### config.mk
export PLATFORM = sky130hd
export DESIGN_NAME = mc_controller
export DESIGN_NICKNAME = d
export VERILOG_FILES = /design/src/rtl/mc_controller.sv
export SDC_FILE = /design/constraint.sdc
export NUM_CORES = 1
export LEC_CHECK = 0
export BUFFER_PORTS_ARGS = -buffer_cell sky130_fd_sc_hd__buf_2
export CORE_MARGIN = 4
export CORE_UTILIZATION = 46
export DETAILED_ROUTE_END_ITERATION = 10
export GPL_ROUTABILITY_DRIVEN = 1
export GPL_TIMING_DRIVEN = 0
export PLACE_DENSITY = 0.83
export SETUP_SLACK_MARGIN = 0.05
export SLEW_MARGIN = 5
export SYNTH_ARGS = -nofsm -noshare
export SYNTH_HDL_FRONTEND = slang
export SYNTH_SLANG_ARGS = --single-unit
### constraint.sdc
create_clock -name clk -period 1.97 [get_ports clk]
set_input_delay 0.197 -clock clk [delete_from_list [all_inputs] [get_ports clk]]
set_output_delay 0.197 -clock clk [all_outputs]
set_load 0.05 [all_outputs]
### src/rtl/mc_controller.sv
// Multicycle MIPS-64 control unit: Moore FSM that sequences one instruction at a
// time and decodes every datapath strobe and mux select from state, op, funct and zero.
`timescale 1ns/1ps
module mc_controller #(
  parameter int SW = 4
) (
  input  logic          clk,
  input  logic          reset,
  input  logic [5:0]    op,
  input  logic [5:0]    funct,
  input  logic          zero,
  output logic          pcen,
  output logic          irwrite,
  output logic          regwrite,
  output logic          memwrite,
  output logic          dtype,
  output logic          iord,
  output logic          memtoreg,
  output logic          regdst,
  output logic          alusrca,
  output logic [2:0]    alusrcb,
  output logic [1:0]    pcsrc,
  output logic [2:0]    alucontrol,
  output logic [1:0]    ltype,
  output logic [SW-1:0] state
);

  localparam logic [SW-1:0] FETCH   = SW'(0);
  localparam logic [SW-1:0] DECODE  = SW'(1);
  localparam logic [SW-1:0] MEMADR  = SW'(2);
  localparam logic [SW-1:0] MEMRD   = SW'(3);
  localparam logic [SW-1:0] MEMWB   = SW'(4);
  localparam logic [SW-1:0] MEMWR   = SW'(5);
  localparam logic [SW-1:0] RTYPEEX = SW'(6);
  localparam logic [SW-1:0] RTYPEWB = SW'(7);
  localparam logic [SW-1:0] BREX    = SW'(8);
  localparam logic [SW-1:0] IMMEX   = SW'(9);
  localparam logic [SW-1:0] IMMWB   = SW'(10);
  localparam logic [SW-1:0] JEX     = SW'(11);

  localparam logic [5:0] OP_RTYPE = 6'b000000;
  localparam logic [5:0] OP_LW    = 6'b100011;
  localparam logic [5:0] OP_LD    = 6'b110111;
  localparam logic [5:0] OP_LBU   = 6'b100100;
  localparam logic [5:0] OP_LB    = 6'b100000;
  localparam logic [5:0] OP_SW    = 6'b101011;
  localparam logic [5:0] OP_SD    = 6'b111111;
  localparam logic [5:0] OP_BEQ   = 6'b000100;
  localparam logic [5:0] OP_BNE   = 6'b000101;
  localparam logic [5:0] OP_ADDI  = 6'b001000;
  localparam logic [5:0] OP_DADDI = 6'b011000;
  localparam logic [5:0] OP_ANDI  = 6'b001100;
  localparam logic [5:0] OP_ORI   = 6'b001101;
  localparam logic [5:0] OP_J     = 6'b000010;

  localparam logic [5:0] F_ADD  = 6'b100000;
  localparam logic [5:0] F_SUB  = 6'b100010;
  localparam logic [5:0] F_AND  = 6'b100100;
  localparam logic [5:0] F_OR   = 6'b100101;
  localparam logic [5:0] F_SLT  = 6'b101010;
  localparam logic [5:0] F_DADD = 6'b101100;
  localparam logic [5:0] F_DSUB = 6'b101110;

  logic [SW-1:0] r_state;
  logic [SW-1:0] w_next;
  logic          w_isLoad, w_isStore, w_isRtype, w_isBranch, w_isImm, w_isJump;

  assign w_isLoad   = (op == OP_LW) || (op == OP_LD) || (op == OP_LBU) || (op == OP_LB);
  assign w_isStore  = (op == OP_SW) || (op == OP_SD);
  assign w_isBranch = (op == OP_BEQ) || (op == OP_BNE);
  assign w_isImm    = (op == OP_ADDI) || (op == OP_DADDI) || (op == OP_ANDI) || (op == OP_ORI);
  assign w_isJump   = (op == OP_J);
  assign w_isRtype  = (op == OP_RTYPE) &&
                      ((funct == F_ADD) || (funct == F_SUB) || (funct == F_AND) ||
                       (funct == F_OR) || (funct == F_SLT) || (funct == F_DADD) ||
                       (funct == F_DSUB));

  always_ff @(posedge clk or posedge reset) begin
    if (reset) r_state <= FETCH;
    else       r_state <= w_next;
  end

  assign state = r_state;

  // Unsupported instructions fall back to FETCH straight from DECODE, acting as a NOP
  always_comb begin
    w_next = FETCH;
    case (r_state)
      FETCH:   w_next = DECODE;
      DECODE: begin
        if (w_isLoad || w_isStore) w_next = MEMADR;
        else if (w_isRtype)        w_next = RTYPEEX;
        else if (w_isBranch)       w_next = BREX;
        else if (w_isImm)          w_next = IMMEX;
        else if (w_isJump)         w_next = JEX;
        else                       w_next = FETCH;
      end
      MEMADR:  w_next = w_isStore ? MEMWR : MEMRD;
      MEMRD:   w_next = MEMWB;
      RTYPEEX: w_next = RTYPEWB;
      IMMEX:   w_next = IMMWB;
      default: w_next = FETCH;
    endcase
  end

  always_comb begin
    pcen       = 1'b0;
    irwrite    = 1'b0;
    regwrite   = 1'b0;
    memwrite   = 1'b0;
    dtype      = 1'b0;
    iord       = 1'b0;
    memtoreg   = 1'b0;
    regdst     = 1'b0;
    alusrca    = 1'b0;
    alusrcb    = 3'b000;
    pcsrc      = 2'b00;
    alucontrol = 3'b010;
    ltype      = 2'b00;
    case (r_state)
      FETCH: begin
        irwrite = 1'b1;
        alusrcb = 3'b001;
        dtype   = 1'b1;
        pcen    = 1'b1;
      end
      // Branch target is precomputed here so BREX can select it from aluout
      DECODE: begin
        alusrcb = 3'b011;
        dtype   = 1'b1;
      end
      MEMADR: begin
        alusrca = 1'b1;
        alusrcb = 3'b010;
        dtype   = 1'b1;
      end
      MEMRD: begin
        iord = 1'b1;
        if (op == OP_LBU)     ltype = 2'b01;
        else if (op == OP_LB) ltype = 2'b10;
      end
      MEMWB: begin
        memtoreg = 1'b1;
        regwrite = 1'b1;
      end
      MEMWR: begin
        iord     = 1'b1;
        memwrite = 1'b1;
      end
      RTYPEEX: begin
        alusrca = 1'b1;
        dtype   = (funct == F_DADD) || (funct == F_DSUB);
        case (funct)
          F_SUB, F_DSUB: alucontrol = 3'b110;
          F_AND:         alucontrol = 3'b000;
          F_OR:          alucontrol = 3'b001;
          F_SLT:         alucontrol = 3'b111;
          default:       alucontrol = 3'b010;
        endcase
      end
      RTYPEWB: begin
        regdst   = 1'b1;
        regwrite = 1'b1;
      end
      BREX: begin
        alusrca    = 1'b1;
        alucontrol = 3'b110;
        dtype      = 1'b1;
        pcsrc      = 2'b01;
        pcen       = (op == OP_BEQ) ? zero : ~zero;
      end
      IMMEX: begin
        alusrca = 1'b1;
        case (op)
          OP_ANDI: begin
            alusrcb    = 3'b100;
            alucontrol = 3'b000;
          end
          OP_ORI: begin
            alusrcb    = 3'b100;
            alucontrol = 3'b001;
          end
          default: begin
            alusrcb = 3'b010;
            dtype   = (op == OP_DADDI);
          end
        endcase
      end
      IMMWB:   regwrite = 1'b1;
      JEX: begin
        pcsrc = 2'b10;
        pcen  = 1'b1;
      end
      default: ;
    endcase
  end

endmodule

Word level (Yosys, flattened, before mapping)

Index checks and enable logic that the tools add are counted.
W data, S select, Z words.

Bitwise gates (word level): 1
Multiplexer cells: 27
Reductions and logical operators: 26
Equality and inequality tests: 31

Operator list:

| operator             | count |
|---|---|
| $eq A6 B6 Y1 const B | 13 |
| $pmux W3 S4          | 2 |
| $pmux W4 S6          | 1 |
| $mux W4              | 5 |
| $eq A6 B4 Y1 const B | 3 |
| $eq A4 B3 Y1 const B | 4 |
| $eq A4 B4 Y1 const B | 4 |
| $logic_or A1 B1 Y1   | 16 |
| $eq A6 B3 Y1 const B | 2 |
| $mux W1              | 9 |
| $pmux W3 S3          | 1 |
| $eq A4 B2 Y1 const B | 2 |
| $pmux W2 S2          | 2 |
| $reduce_or A2 Y1     | 4 |
| $reduce_or A4 Y1     | 2 |
| $eq A6 B2 Y1 const B | 1 |
| $eq A6 B5 Y1 const B | 1 |
| $logic_not A6 Y1     | 1 |
| $mux W2              | 3 |
| $mux W3              | 2 |
| $eq A4 B1 Y1 const B | 1 |
| $logic_not A4 Y1     | 1 |
| $pmux W1 S3          | 1 |
| $reduce_or A3 Y1     | 1 |
| other kinds (3)      | 3 |

Output and inout port bits: 23
Bits of input ports: 15
Register bits after elaboration: 4

Longest topological paths before layout

Gate-level depths: netlist of run 1.

Depth in word-level cells: 11
Gate-level depth with buffers: 5
Gate-level depth less buffers: 4

Worst setup path after synthesis of run 1

OpenSTA, ideal clock, no wires.

Path type: register to output
From: reg r_state[1] (netlist: state[1])
To: out pcen
Buffers on the path: 1
Path slack: -912 ps
Cell stages (with the launch flop): 6
Arrival time: 2685 ps
Path through: dfrtp_1 clkbuf_1 inv_1 nand2_1 nor3_1 or3_1

Word-level cells in the longest chain between the ends: 3

RTL lines:

| element                                          | line | source |
|---|---|---|
| from (decl)                                      | 64   | `logic [SW-1:0] r_state;` |
| from (signal assigned)                           | 80   | `else r_state <= w_next;` |
| $eq A4 B4 Y1 or $logic_not A4 Y1 (tied branches) | 120  | `case (r_state)` |
| $reduce_or A2 Y1 (no source line)                | n/a  |  |
| $pmux W1 S2 *                                    | 120  |  |
| to (decl)                                        | 12   | `output logic pcen,` |

Every way passes the cells marked *; elsewhere a longest branch is shown, timed or not.

Worst setup path in the final report of run 1

From: reg r_state[3] (netlist: state[3])
To: out alusrca

Word-level cells in the longest chain between the ends: 3

RTL lines:

| element                              | line | source |
|---|---|---|
| $eq A4 B4 Y1 (tied with other cells) | 120  |  |
| $reduce_or A4 Y1 (no source line) *  | n/a  |  |
| $mux W1 *                            | 120  |  |
| to (decl)                            | 20   | `output logic alusrca,` |

Marked as above.

==> flow_metrics.tcl, run 1 <==
set metrics [dict create \
    synth_top_cell_by_area "dfrtp_1" \
    die_area_mm2 0.00212 \
    seq_area_frac_synth_pct 15.0 \
    die_w_um 46.1 \
    worstPathArrival_ns 1.70 \
    clock-sinks 4 \
    ys.flop_type "dfrtp_1" \
    clock.fmax_ghz 0.528 \
    grt_start_max_net_pins 11 \
    final_max_slew_viol_count 0 \
    grt_pass1_vias 792 \
    yosysWarnings 0 \
    layout-drive-gt1-share_pct 51.1 \
    hp-class "in2reg" \
    fillers 91 \
    p_per_area_mw_per_mm2 1660 \
    syn-mean-instance-area_um2 6.81 \
    post_drt_wl_per_cell_um 15.5 \
    initial_core_util_pct 50.0 \
    crit_chain "clkbuf_1, or2_2, o21ai_1, buf_2" \
    regArea_um2 105 \
    drt_iter0_drc 32 \
    die_h_um 46.1 \
    core-area_mm2 0.00133 \
    tns_ns 0 \
    port_buffers 35 \
    cts-root-buf "clkbuf_4" \
    cp_data_required_time_ns 1.77 \
    critPathCaptureType "output port" \
    status "completed" \
    period_needed_ns 1.90 \
    gp_congestion 0.890 \
    io_pins 38 \
    first_pass_iters 4 \
    drcViolationCount 0 \
    post-route-period-util_pct 96.2 \
    maxSlewHeadroom_pct 65.2 \
    syn_area_um2 667 \
    ys_async_sr_fraction_pct 100 \
    multi_input_area_um2 634 \
    antenna_found_initial 0 \
    vias 935 \
    path_buf_inv 2 \
    ys_seq_elements 4 \
    synth_top_area_share_pct 15.0 \
    final_nets 156 \
    vdd_drop_max_v 0.00117 \
    cts_tree "built" \
    worstSetupPathType "reg2out" \
    clockBufferDepth 2 \
    synth_edf_count 0 \
    worst_pin_slew_ns 0.509 \
    finalSetupViolCount 0 \
    rsz0062_at_grt "yes" \
    r2r-start "state[3]$_DFF_PP0_" \
    cp-start-kind "flip-flop" \
    worstPathMaxFanout 10 \
    grt_pass1_wl_mm 3.51 \
    syn-num-nets 113 \
    setup_ws_ns 0.0748 \
    area_growth_pct 59.8 \
    rows 13 \
    clock_latency_ns 0.24 \
    ant_nets 0 \
    synth_cells 98 \
    antenna_cells 0 \
    clk_pin_slew_worst_paths_ns 0.04 \
    hold_ws_ns 0.377 \
    htree_levels 1 \
    utilization_pct 79.9 \
    preCtsSetupSlack_ns 0.0967 \
    power_leakage_nw 0.497 \
    cts_buffers 3 \
    largest_register_ffs 4 \
    vias_per_cell 6.07 \
    yosys.cell_types.count 42 \
    finalHoldViolCount 0 \
    routed_wl_mm 2.39 \
    fin_skew_ns 0.00573 \
    max_stage_delay_ns 0.43 \
    worst_path_dominant_cell_family "buffers and inverters" \
    worstHoldStart "op[1]" \
    crit_slowest_cell "dfrtp_2" \
    hpwl_mm 1.71 \
    yosys-top-cells-area "dfrtp_1 15%, nand2b_1 7.5%, nor2_1 5.6%, nand2_1 5.1%, nor3_1 4.5%" \
    startpoint "state[3]$_DFF_PP0_" \
    grt_overflow 0 \
    maxCapViolations 0 \
    grtUsageTotal_pct 22.7 \
]
[cell usage in the layout (no fill, tap or decap), types with 2 or more instances in the layout]
cell and n:
buf_2 31, nor2_1 7, nand2_1 7, nand2b_1 6
buf_4 5, buf_6 4, nor3_1 4, inv_1 4
clkbuf_4 4, dfrtp_2 4, nor3_2 3, o31ai_1 3
inv_2 2, nand2_2 2, clkbuf_1 2, nand2b_4 2
nor2b_1 2, nor3b_1 2, a31oi_1 2, and3_1 2
o21ai_0 2, nor4_1 2, a21oi_1 2, nor2_2 2
a21o_1 2
[repair_timing]
item | 4_1_cts | 5_1_grt
hold buffers | 1 | 0
resized for setup | 14 | 9
pin swaps | 0 | 1
buffers inserted | 0 | 3
setup endpoints to repair | 7 | 9
endpoints found under the hold margin | 4 | 0
[final cells by class]
class,instances,area share [%]
plain buffers,5,2.93
clock buffers,3,2.11
inverters,6,2.11
multi-input cells,82,59.5
flip-flops and latches,4,9.86
well taps,15,1.76
repair buffers,39,21.7
[worst paths after layout]
| kind | slack [ns] | cells after the start | endpoint |
|---|---|---|---|
| min in group asynchronous | 0.39 | 3 | state[3]$_DFF_PP0_ |
| max in group asynchronous | 1.41 | 3 | state[1]$_DFF_PP0_ |
| min | 0.38 | 3 | state[3]$_DFF_PP0_ |
| max reg2reg | 0.54 | 4 | state[1]$_DFF_PP0_ |
| max | 0.07 | 4 | alusrca |
| min reg2reg | 0.69 | 3 | state[3]$_DFF_PP0_ |
[synth_stat cells, types with 2 or more instances]
library cell,instances
clkbuf_1,4
nor3_1,6
a21oi_1,3
dfrtp_1,4
a21o_1,2
nand2_1,9
and3_1,3
or3_1,2
nor3_2,2
o31ai_1,3
nor4_1,2
nor2b_1,2
o21ai_0,3
inv_1,6
nand2b_1,8
nor2_1,10
a31oi_1,2
nor3b_1,3
[routing by layer]
metal  GRT usage (%)  wire length, um  vias up  share of wire (%)
li1                -                -      451                  -
met1            30.7              925      423                 39
met2            35.4             1180       53                 50
met3           0.781              215        8                9.0
met4            13.1               61        0                2.6
met5               0                0        -                  0
[worst register-to-register path, cell delays in order (launching register included)]
cell	delay, ns
dfrtp_2	0.43
clkbuf_1	0.25
nor3_2	0.32
o2111ai_1	0.20
o211ai_1	0.14
[per-stage QoR]
| stage | instance area, um^2 | total power [W] | cells |
|---|---|---|---|
| final | 1070 | 0.00177 | 154 |
| after global routing | 1070 | 0.00186 | 154 |
| after CTS | 1020 | 0.00166 | 151 |
| after detailed placement | 950 | 0.00150 | 148 |
| after global placement | 950 | 0.00149 | 148 |
| after floorplan | 756 | 0.00124 | 98 |
[power breakdown]
part           internal [W]  switching, W  leakage, nW
clock network     0.0000682     0.0000350       0.0138
registers          0.000122     0.0000587       0.0469
logic              0.000440       0.00105        0.436
[cell families after synthesis]
| group | after synthesis | share of synthesized area, % |
|---|---|---|
| buffers and inverters | 12 | 7.50 |
| AO/OA/AOI/OAI | 24 | 26.1 |
| AND/OR/NAND/NOR | 55 | 47.3 |
| flip-flops | 4 | 15.0 |
| multiplexers | 1 | 1.50 |
| XOR/XNOR | 2 | 2.63 |
No activity file was read; power rests on OpenSTA's default activity.
==> run 2, diff against run 1 <==
==> constraint.sdc (replaced) <==
create_clock -name clk -period 1.97 [get_ports clk]
set_input_delay 0.197 -clock clk [delete_from_list [all_inputs] [get_ports clk]]
set_output_delay 0.197 -clock clk [all_outputs]
set_load 0.1 [all_outputs]
==> flow_metrics.tcl, run 2 <==
set metrics [dict create \
    status "did not finish" \
    htree_levels 1 \
    clockBufferDepth 2 \
    ys.flop_type "dfrtp_1" \
    postGrtWorstEndpoint "alucontrol[2]" \
    cts_buffers 3 \
    synth_mux_area_share_pct 1.50 \
    hpwl_mm 1.85 \
    yosys.cell_types.count 42 \
    io_pins 38 \
    yosysWarnings 0 \
    cts-root-buf "clkbuf_4" \
    synth_compound_area_share_pct 26.1 \
    synth_cells 98 \
    yosys-top-cells-area "dfrtp_1 15%, nand2b_1 7.5%, nor2_1 5.6%, nand2_1 5.1%, nor3_1 4.5%" \
    ys_seq_elements 4 \
    die_w_um 46.1 \
    port_buffers 35 \
    error "[ERROR DPL-0038] Utilization greater than 100%, impossible to legalize" \
    synthAdderAreaFrac_pct 0 \
    lastStage "global routing (5_1_grt)" \
    synth_top_area_share_pct 15.0 \
    dpl.cell_count 148 \
    seq_area_frac_synth_pct 15.0 \
    synthXorXnorAreaFrac_pct 2.63 \
    syn-num-nets 113 \
    synth_edf_count 0 \
    worst-ep-kind "output port" \
    gp_congestion 0.917 \
    grt_start_max_net_pins 11 \
    initial_core_util_pct 50.0 \
    syn_area_um2 667 \
    synth_top_cell_by_area "dfrtp_1" \
    clock-sinks 4 \
    syn-mean-instance-area_um2 6.81 \
    synth_common_cells "10 x nor2_1, 9 x nand2_1, 8 x nand2b_1" \
    synth_top_family_by_area "simple AND/OR/NAND/NOR gates" \
    synth.most_common_cell "nor2_1" \
    rows 13 \
    ys_async_sr_fraction_pct 100 \
    die_h_um 46.1 \
    synthSimpleGateAreaFrac_pct 47.3 \
]
## run 2: cell counts after synthesis
Identical to the previous run, type by type.
## run 2: kinds of logic after synthesis
family          count (synthesis)
mux                             1
simple gates                   55
flops                           4
xor+xnor                        2
buf+inv                        12
compound gates                 24
## run 2: per-stage QoR
stage	area, um^2	hold WS (ns)	setup WS, ns
floorplan	921	-0.0368	-0.454
detailed placement	1110	0.0871	-0.187
CTS	1300	0.360	-0.0290
global placement	1110	0.0732	-0.156
## run 2: what timing repair did
item / 4_1_cts
resized for setup: 35
buffers inserted: 6
endpoints found under the setup margin: 12
pin swaps: 4
hold endpoints to repair: 4
hold buffers: 1
==> run 3, diff against run 2 <==
CORE_AREA = 4 4 65 67   (was unset)
CORE_MARGIN = unset   (was 4)
CORE_UTILIZATION = unset   (was 46)
DIE_AREA = 0 0 69 71   (was unset)
PLACE_DENSITY = unset   (was 0.83)
PLACE_DENSITY_LB_ADDON = 0.15   (was unset)
SETUP_SLACK_MARGIN = unset   (was 0.05)
==> flow_metrics.tcl, run 3 (synthesized netlist as in run 1, its figures left out) <==
set metrics [dict create \
    worstPathArrival_ns 1.73 \
    maxCapViolations 0 \
    post_drt_wl_per_cell_um 13.4 \
    path_buf_inv 1 \
    status "completed" \
    final_common_cell "buf_2" \
    clock.fmax_ghz 0.519 \
    max_stage_delay_ns 0.47 \
    hpwl_mm 2.11 \
    layout_common_cells "25 x buf_2, 14 x buf_4, 7 x nand2_1, 5 x nand2b_1, 5 x nor3_2" \
    maxSlewHeadroom_pct 64.9 \
    vias 914 \
    fin_skew_ns 0.00168 \
    grt_start_max_net_pins 12 \
    die_w_um 69 \
    r2r_end "state[1]$_DFF_PP0_" \
    drcViolationCount 0 \
    layout-drive-gt1-share_pct 62.1 \
    clockBufferDepth 2 \
    cts-root-buf "clkbuf_8" \
    area_growth_pct 104 \
    clock-sinks 4 \
    cp-start-kind "flip-flop" \
    tns_ns 0 \
    cts_tree "built" \
    routed_wl_mm 2.59 \
    grt_pass1_wl_mm 4.51 \
    largest_register_ffs 4 \
    grt_pass1_vias 985 \
    rsz0062_at_grt "yes" \
    rrSetupSlack_ns 0.53 \
    r2r-start "state[1]$_DFF_PP0_" \
    grtUsageTotal_pct 11.0 \
    clock_latency_ns 0.21 \
    worstSetupPathType "reg2out" \
    drt_iter0_drc 15 \
    final_nets 162 \
    antenna_cells 0 \
    rows 22 \
    finalSetupViolCount 0 \
    antenna_found_initial 0 \
    period_needed_ns 1.93 \
    die_area_mm2 0.00490 \
    worst_path_dominant_cell_family "simple AND/OR/NAND/NOR gates" \
    post-route-period-util_pct 97.8 \
    worst_pin_slew_ns 0.513 \
    clk_pin_slew_worst_paths_ns 0.03 \
    io_pins 38 \
    port_buffers 35 \
    first_pass_iters 4 \
    htree_levels 1 \
    crit_end "alucontrol[2]" \
    cp_data_required_time_ns 1.77 \
    placed_area_mm2 0.00115 \
    hp-class "in2async" \
    ant_nets 0 \
    finalHoldViolCount 0 \
    cts_buffers 3 \
    core-area_mm2 0.00363 \
    worstPathMaxFanout 4 \
    path_depth 4 \
    crit_slowest_cell "dfrtp_4" \
    final_max_slew_viol_count 0 \
    crit_chain "nand2b_4, or3_4, o32ai_4, buf_12" \
    die_h_um 71 \
    r2r_cells 4 \
    grt_overflow 0 \
    fin_area_mm2 0.00136 \
    initial_core_util_pct 18.4 \
    critPathCaptureType "output port" \
    vias_per_cell 4.74 \
    gp_congestion 0.748 \
    startpoint "state[3]$_DFF_PP0_" \
]
==> run 3: routing by layer <==
metal	wire length (um)	vias up	track usage [%]
met4	0	0	3.69
met3	133	0	1.99
met5	0	-	0
met2	1310	26	18.9
met1	1150	425	13.8
li1	-	463	-
==> run 3: layout make-up <==
class	count	area, um^2
clock buffers	3	41.3
repair buffers	46	340
inverters	6	35.0
multi-input cells	82	741
flip-flops and latches	4	115
plain buffers	4	25.0
well taps	48	60.1
fillers	409	2280
==> run 3: worst min-delay path: stages <==
cell	delay [ns]
dlygate4sd3_1	0.53
buf_2	0.12
inv_1	0.12
==> run 3: what timing repair did <==
item	4_1_cts	5_1_grt
buffers inserted	10	0
pin swaps	3	3
setup endpoints to repair	11	6
gates resized for setup	28	5
endpoints found under the hold margin	4	0
cloned	0	0
hold buffers	1	0
==> run 3: how the worst min path moves through the flow <==
stage                   from                 end  slack (ns)  cells past startpoint
finish                 reset  state[2]$_DFF_PP0_        0.40                      3
detailed placement     reset  state[0]$_DFF_PP0_        0.09                      2
CTS                    reset  state[2]$_DFF_PP0_        0.41                      3
global route        funct[1]  state[2]$_DFF_PP0_        0.44                      4
floorplan              reset  state[0]$_DFF_PP0_       -0.04                      1
global placement       reset  state[1]$_DFF_PP0_        0.08                      2
==> run 3: per-stage QoR <==
step                instances  hold slack, ns  utilization [%]  worst slack (ns)
detailed placement        181          0.0851             31.7            -0.184
CTS                       193           0.407             36.9          -0.00400
global route              193           0.439             37.4           -0.0135
floorplan                  98         -0.0368                -            -0.454
global placement          181          0.0770             31.7            -0.163
finish                    193           0.405             37.4            0.0434
Power of run 3 is left out: the tool's default activity adds up to more than one toggle a clock period on the data nets, which glitch-free logic cannot reach.
